File: src/rtl/wb_pkg.sv
// Shared encodings for the writeback stage: load types, write-data selects,
// link offset and the packed W-stage register layout.
package wb_pkg;

  localparam logic [2:0] LDT_LW  = 3'b000;
  localparam logic [2:0] LDT_LB  = 3'b001;
  localparam logic [2:0] LDT_LBU = 3'b010;
  localparam logic [2:0] LDT_LH  = 3'b011;
  localparam logic [2:0] LDT_LHU = 3'b100;
  localparam logic [2:0] LDT_LWR = 3'b101;
  localparam logic [2:0] LDT_LWL = 3'b110;

  localparam logic [1:0] WDSEL_ALU = 2'b00;
  localparam logic [1:0] WDSEL_MEM = 2'b01;
  localparam logic [1:0] WDSEL_PC8 = 2'b10;

  localparam logic [31:0] PC_LINK_OFS = 32'd8;

  typedef struct packed {
    logic        valid;
    logic        we;
    logic [4:0]  wa;
    logic [1:0]  wdsel;
    logic [2:0]  ldtype;
    logic [31:0] alu;
    logic [31:0] mem;
    logic [31:0] old;
    logic [31:0] pc;
  } wb_regs_t;

endpackage

File: src/rtl/load_ext.sv
// Load-data extender: byte/half lane selection with sign/zero extension.
// Optional lwl/lwr merge with the old rt value when WB_LWLR_EN is defined.
module load_ext
  import wb_pkg::*;
(
  input  logic [2:0]  ldtype_i,
  input  logic [1:0]  addr_i,
  input  logic [31:0] raw_i,
  input  logic [31:0] old_i,
  output logic [31:0] data_o
);

  logic [7:0]  byte_sel;
  logic [15:0] half_sel;

  assign byte_sel = raw_i[{addr_i, 3'b000} +: 8];
  assign half_sel = addr_i[1] ? raw_i[31:16] : raw_i[15:0];

`ifndef WB_LWLR_EN
  logic unused_old;
  assign unused_old = ^old_i;
`endif

  always_comb begin
    data_o = raw_i;
    case (ldtype_i)
      LDT_LB:  data_o = {{24{byte_sel[7]}}, byte_sel};
      LDT_LBU: data_o = {24'h0, byte_sel};
      LDT_LH:  data_o = {{16{half_sel[15]}}, half_sel};
      LDT_LHU: data_o = {16'h0, half_sel};
`ifdef WB_LWLR_EN
      LDT_LWL: begin
        case (addr_i)
          2'b00:   data_o = {raw_i[7:0], old_i[23:0]};
          2'b01:   data_o = {raw_i[15:0], old_i[15:0]};
          2'b10:   data_o = {raw_i[23:0], old_i[7:0]};
          default: data_o = raw_i;
        endcase
      end
      LDT_LWR: begin
        case (addr_i)
          2'b00:   data_o = raw_i;
          2'b01:   data_o = {old_i[31:24], raw_i[31:8]};
          2'b10:   data_o = {old_i[31:16], raw_i[31:16]};
          default: data_o = {old_i[31:8], raw_i[31:24]};
        endcase
      end
`endif
      // lw, reserved 111, and lwl/lwr when the merge is not built
      default: data_o = raw_i;
    endcase
  end

endmodule

File: src/rtl/wb_stage.sv
// M-to-W pipeline register, GRF write-port drive and retired-instruction counter.
// Define WB_LWLR_EN to register rtold and enable the lwl/lwr merge.
module wb_stage
  import wb_pkg::*;
#(
  parameter int unsigned DW    = 32,
  parameter int unsigned CNT_W = 32
) (
  input  logic             clk,
  input  logic             reset,
  input  logic             stall,
  input  logic             flush,
  input  logic             valid_M,
  input  logic [31:0]      pc_M,
  input  logic             we_M,
  input  logic [4:0]       wa_M,
  input  logic [1:0]       wdsel_M,
  input  logic [2:0]       ldtype_M,
  input  logic [DW-1:0]    alu_M,
  input  logic [DW-1:0]    dmrd_M,
  input  logic [DW-1:0]    rtold_M,
  output logic [4:0]       WA_W,
  output logic [DW-1:0]    WD_W,
  output logic             WE_W,
  output logic [31:0]      pc_W,
  output logic             valid_W,
  output logic [CNT_W-1:0] instret_W
);

  wb_regs_t         regs_d, regs_q;
  logic [CNT_W-1:0] instret_d, instret_q;
  logic [31:0]      ld_data;
  logic [31:0]      old_in;

`ifdef WB_LWLR_EN
  assign old_in = rtold_M;
`else
  logic unused_rtold;
  assign unused_rtold = ^rtold_M;
  assign old_in       = '0;
`endif

  // Flush beats stall; the instruction leaving W still retires on a flush.
  always_comb begin
    regs_d    = regs_q;
    instret_d = instret_q;
    if (flush) begin
      if (regs_q.valid) instret_d = instret_q + CNT_W'(1);
      regs_d.valid = 1'b0;
      regs_d.we    = 1'b0;
    end else if (!stall) begin
      if (regs_q.valid) instret_d = instret_q + CNT_W'(1);
      regs_d.valid  = valid_M;
      regs_d.we     = we_M;
      regs_d.wa     = wa_M;
      regs_d.wdsel  = wdsel_M;
      regs_d.ldtype = ldtype_M;
      regs_d.alu    = alu_M;
      regs_d.mem    = dmrd_M;
      regs_d.old    = old_in;
      regs_d.pc     = pc_M;
    end
  end

  always_ff @(posedge clk) begin
    if (!reset) begin
      regs_q    <= '0;
      instret_q <= '0;
    end else begin
      regs_q    <= regs_d;
      instret_q <= instret_d;
    end
  end

  load_ext u_load_ext (
    .ldtype_i (regs_q.ldtype),
    .addr_i   (regs_q.alu[1:0]),
    .raw_i    (regs_q.mem),
    .old_i    (regs_q.old),
    .data_o   (ld_data)
  );

  always_comb begin
    WD_W = regs_q.alu;
    case (regs_q.wdsel)
      WDSEL_MEM: WD_W = ld_data;
      WDSEL_PC8: WD_W = regs_q.pc + PC_LINK_OFS;
      default:   WD_W = regs_q.alu;
    endcase
  end

  // $0 is never written, so the hazard unit never forwards for it either.
  assign WE_W      = regs_q.valid & regs_q.we & (regs_q.wa != 5'd0);
  assign WA_W      = regs_q.wa;
  assign pc_W      = regs_q.pc;
  assign valid_W   = regs_q.valid;
  assign instret_W = instret_q;

endmodule

File: config.mk
export PLATFORM = sky130hd
export DESIGN_NAME = wb_stage
export DESIGN_NICKNAME = d
export VERILOG_FILES = /design/src/rtl/wb_pkg.sv /design/src/rtl/load_ext.sv /design/src/rtl/wb_stage.sv
export SDC_FILE = /design/constraint.sdc
export NUM_CORES = 1
export LEC_CHECK = 0
export CAP_MARGIN = 10
export CORE_MARGIN = 4
export CORE_UTILIZATION = 40
export CTS_CLUSTER_DIAMETER = 150
export DETAILED_ROUTE_END_ITERATION = 10
export PLACE_DENSITY_LB_ADDON = 0.08
export SLEW_MARGIN = 30
export SYNTH_ARGS = -nofsm -noshare
export SYNTH_HDL_FRONTEND = slang
export SYNTH_SLANG_ARGS = --single-unit
File: constraint.sdc
create_clock -name clk -period 5.86 [get_ports clk]
set_input_delay 1.758 -clock clk [delete_from_list [all_inputs] [get_ports clk]]
set_output_delay 1.758 -clock clk [all_outputs]
set_load 0.005 [all_outputs]
# Word level (Yosys, flattened, before mapping)
# Index checks and enable logic that the tools add are counted.
# totals
ff_bits	140
latchBits	0
mem_bits_rw	0
romBits	0
inputBits	144
wordCells	33
mem_count	0
# classes
n_addsub	2
n_mul	0
div_mod_pow	0
order_cmp	0
n_eq_ne	7
n_shift	1
mux	6
n_bitwise	5
n_reduce_logical	3
# op_table
cell	count
$pmux W32 S4	1
$mux W32	3
$pmux W32 S2	1
$add A32 B1 Y32 const B	1
$add A32 B4 Y32 const B	1
$shiftx A32 B6 Y8	1
$mux W16	1
$eq A3 B2 Y1 const B	2
$reduce_bool A5 Y1	1
$eq A3 B1 Y1 const B	1
$eq A3 B3 Y1 const B	1
$not A1 Y1	3
$and A1 B1 Y1	2
$eq A2 B1 Y1 const B	1
$eq A2 B2 Y1 const B	1
$ne A2 B1 Y1 const B	1
$reduce_and A2 Y1	1
$reduce_or A2 Y1	1

# Logic depth before layout (Yosys ltp)
# logic_depth
ltp_word	4
mapped_depth	8
ltp_nobuf	7

# Modules after synthesis
# Synthesis repeated with hierarchy kept, for this count alone.
# unflattened
hier_cells	989
hier_area_um2	7445.9
# by_module_without_submodules
module	instances	cells_per_inst	area_each_um2
wb_stage	1	869	6596.3
load_ext	1	120	849.6

# Worst setup path before layout
# No wires, ideal clock.
# synth_path
path_type	register to output
start	register regs_q[97]
end	output port WD_W[6]
arrival_ns	1.728
slack_ns	2.374
stages_incl_launch_ff	7
path_cell_list	dfxtp_1 -> clkbuf_1 -> buf_1 -> nor2_1 -> o311ai_0 -> o2111ai_1 -> a221o_1
# synth_between
elab_chain_cells	3
word_cells_on_any_way	4
cone_classes	shift: 1; mux: 3
# synth_rtl
item	line	text
from (decl)	wb_stage.sv:30	wb_regs_t regs_d, regs_q;
from (signal assigned)	wb_stage.sv:70	regs_q <= regs_d;
$shiftx A32 B6 Y8 or $mux W16 (tied branches)	load_ext.sv:16, load_ext.sv:17	
$pmux W32 S4 *	load_ext.sv:26	case (ldtype_i)
$pmux W32 S2 *	wb_stage.sv:85	case (regs_q.wdsel)
to (decl)	wb_stage.sv:23	output logic [DW-1:0] WD_W,
# Every way passes the cells marked *; elsewhere a longest branch is shown, timed or not.

# Worst setup path in the final report
# layout_path
start	register regs_q[128]
end	output port WD_W[10]
# layout_between
elab_chain_cells	3
word_cells_on_any_way	6
cone_classes	eq/ne: 4; mux: 2
# layout_rtl
item	line
$eq A3 B3 Y1 (tied with other cells)	load_ext.sv:26
$pmux W32 S4 *	load_ext.sv:26
$pmux W32 S2 *	wb_stage.sv:85
# Marked as above.

==> results.md <==
* Run status: finished clean
* Maximum number of pins on one net before global-route repair at 80
* # IOs at between 200 and 250
* R2r startpoint: instret_W[0]
* Setup WS pre-CTS at about 1.2 ns
* Antenna violations before repair at 1
* CP arrival at 3.36 ns
* Yosys Warn Count at 0
* Register-to-Register Path Depth at 6
* Unrepaired setup endpoints after global routing: no
* Synth Register Bits at 140
* All-layer global routing usage at 23.4%
* Clk pwr share at 46.1%
* Area Overhead vs Synth at 36.4%
* Actual slew at the worst max-slew pin at 0.846 ns
* Critical path endpoint category: output pin
* CTS clk-pin slew, worst paths at 0.06 ns
* Core area at 18,000 um2
* Min Tclk post-route at 5.12 ns
* Hold Path Cell Cnt at 2
* Syn Nets at 1,125
* Clk buf depth at 2
* Total CTS buffers at 17
* Hold path start: regs_q[127]
* Setup skew after layout at 0.00702 ns
* CTS resizes at 0
* Root Buffer: clkbuf_16
* Chip height at roughly 140 um
* Detail-routed via count per cell at ~5.4
* Max-Cap Viols at 0
* Ant. Diodes at 0
* CTS Sinks at 140
* Post-synthesis cell area at ~7300 um2
* Synth top area cells: dfxtp_1 (38%), nand2_1 (14%), a21oi_1 (8.5%)
* Share of cells above drive strength 1 at 5.12%
* FMAX at 195 MHz
* Die X-Extent at 143 um
* Global-route wire length before repair at 37,500 um
* Initial Util at 40.5%
* Tcrit/Tclk final at 87.3%
* Via count at between 7,000 and 8,000
* Critical Path Fanout Max at 19
* NetSw at 0.000636 W
* Final WS setup at 0.742 ns
* Row cnt at 49
* PnR Total Power at 0.00247 W
* Cells after synthesis at 977
* Endpoints failing setup at 0
* Leak at 3.40 nW
* Worst-Skew Late Latency at 0.43 ns
* Async S/R FF share, synth at 0%
* Die ar. at 20,400 um2
* Area leader, netlist: dfxtp_1
* Detailed-route DRC error count at 0
* Port bufs at ~210
* Htree depth at 4
* Worst Setup Start Kind: register
* Drt first pass iters at 5
* Yosys top cell area share at 38.5%
* Starting DRT DRC Count at 593
* EDFF count, synth at 0
* Post-synth cell types at 58
* Peak supply drop at 0.000201 V
* CTS tree: done
* Launch point of the worst path: regs_q[128]
* Critical Path RT at between 4 and 5 ns
* CTS Hold Bufs at 0
* RePlAce Congestion at around 0.9
* Routed WL at ~24,000 um
* Power Density at 249 nW/um2
* Final nets at 1,268
* Power share of the sequential group at about two fifths
* Hold Crit Class: register to register
* Gr ovfl total at 0
* Crit path kind: register to output pin
* Drt wl/cell at 17.6 um
* Pint at 0.00184 W
* Syn Area/Cell at 7.45 um2
* Post-DP HPWL at 17,600 um
* Sequential area share after synthesis at ~38%
* Prevailing post-synth register cell: dfxtp_1
* Routed Antenna Nets at 0
* Worst slew margin at 43.5%
* Switching Share at around 26%
* Vias in the first global route at 6,796
* TNS Setup at 0 ns
* Final hold vios at 0
* Gate power share at roughly 12%
* Final count of pins violating max slew at 0
* Setup Fix Bufs, Post-CTS at 0
placed cells by master, fill, tap and decap left out, types with 3 or more instances in the layout:
cell type,netlist,layout
or3_1,4,4
xnor2_1,13,12
a221o_1,3,3
nand2b_1,6,6
nand2_1,263,263
nor2b_1,5,5
ha_1,4,4
clkbuf_16,0,17
a21oi_1,123,123
nor4_1,3,3
inv_1,14,14
nor3_1,4,4
xor2_1,40,40
bufinv_16,0,3
nand4_1,25,25
clkdlybuf4s50_1,0,214
and3_1,7,7
o22a_1,3,3
mux2i_1,10,10
o221ai_1,30,30
o211ai_1,6,6
o21a_1,6,6
nor2_1,69,68
dfxtp_1,140,140
and2_1,6,6
nor3b_1,4,4
clkinv_4,0,4
o21ai_0,18,18
and4_1,8,8
nand3_1,27,27
inv_6,0,4
buf_4,37,8
cell usage after synthesis (7+ instances only):
cell type and number:
nor2_1 69, dfxtp_1 140, xnor2_1 13, nand4_1 25, o221ai_1 30, and3_1 7
inv_1 14, nand2_1 263, o21ai_0 18, and4_1 8, buf_4 37, xor2_1 40
buf_1 8, a21oi_1 123, clkbuf_1 52, nand3_1 27, mux2i_1 10
through the flow:
step,util (%),instance area (um2),hold WS (ns),std cells
floorplan,-,7280,0.433,977
global placement,51.7,9290,0.444,1329
detailed placement,51.8,9310,0.449,1330
CTS,55.3,9940,0.458,1362
global route,55.3,9940,0.475,1362
finish,55.3,9940,0.457,1362
critical path, stage by stage, from the launching register on:
cell and delay (ns):
dfxtp_1 0.70, nor2_1 0.25, xnor2_2 0.67, buf_4 0.36
o221ai_1 0.21, o211ai_1 0.19, clkdlybuf4s50_1 0.56
layer usage:
layer / GRT usage, % / share of wire [%] / vias to the layer above
met4: 4.75 / 0.97 / 2
met3: 8.77 / 9.7 / 19
met5: 0 / 0.054 / -
met2: 34.1 / 43 / 256
met1: 33.0 / 46 / 3401
li1: - / - / 3610
area by class of cell:
cell class	count	area (um2)
flip-flops and latches	140	2800
multi-input cells	722	3920
inverters	15	58.8
repair buffers	224	2240
fillers	1761	8030
clock buffers	18	439
well taps	229	287
clock inverters	14	184
registers in the layout, indices dropped and copies added (netlist names):
signal     count
WA_W           5
instret_W     32
pc_W          32
regs_q        70
valid_W        1
final timing paths:
| kind | end | slack (ns) |
|---|---|---|
| max | WD_W[10] | 0.74 |
| min | regs_q[127] | 0.46 |
| max reg2reg | instret_W[28] | 3.59 |
| min reg2reg | regs_q[127] | 0.46 |
power by group through the flow:
| stage | clock [W] | combinational [W] | sequential, W |
|---|---|---|---|
| detailed placement | 0 | 0.000302 | 0.00105 |
| floorplan | 0 | 0.000158 | 0.00103 |
| finish | 0.00114 | 0.000302 | 0.00103 |
| global placement | 0 | 0.000298 | 0.00105 |
| global route | 0.00121 | 0.000333 | 0.00103 |
| CTS | 0.00116 | 0.000304 | 0.00103 |
cell families after synthesis:
family	after synthesis	synth area share (%)
fa+ha+maj	4	0.687
compound gates	207	17.3
simple gates	448	27.9
flops	140	38.5
buf+inv	115	7.89
xor+xnor	53	6.37
mux	10	1.37
No activity file was read; power rests on OpenSTA's default activity.
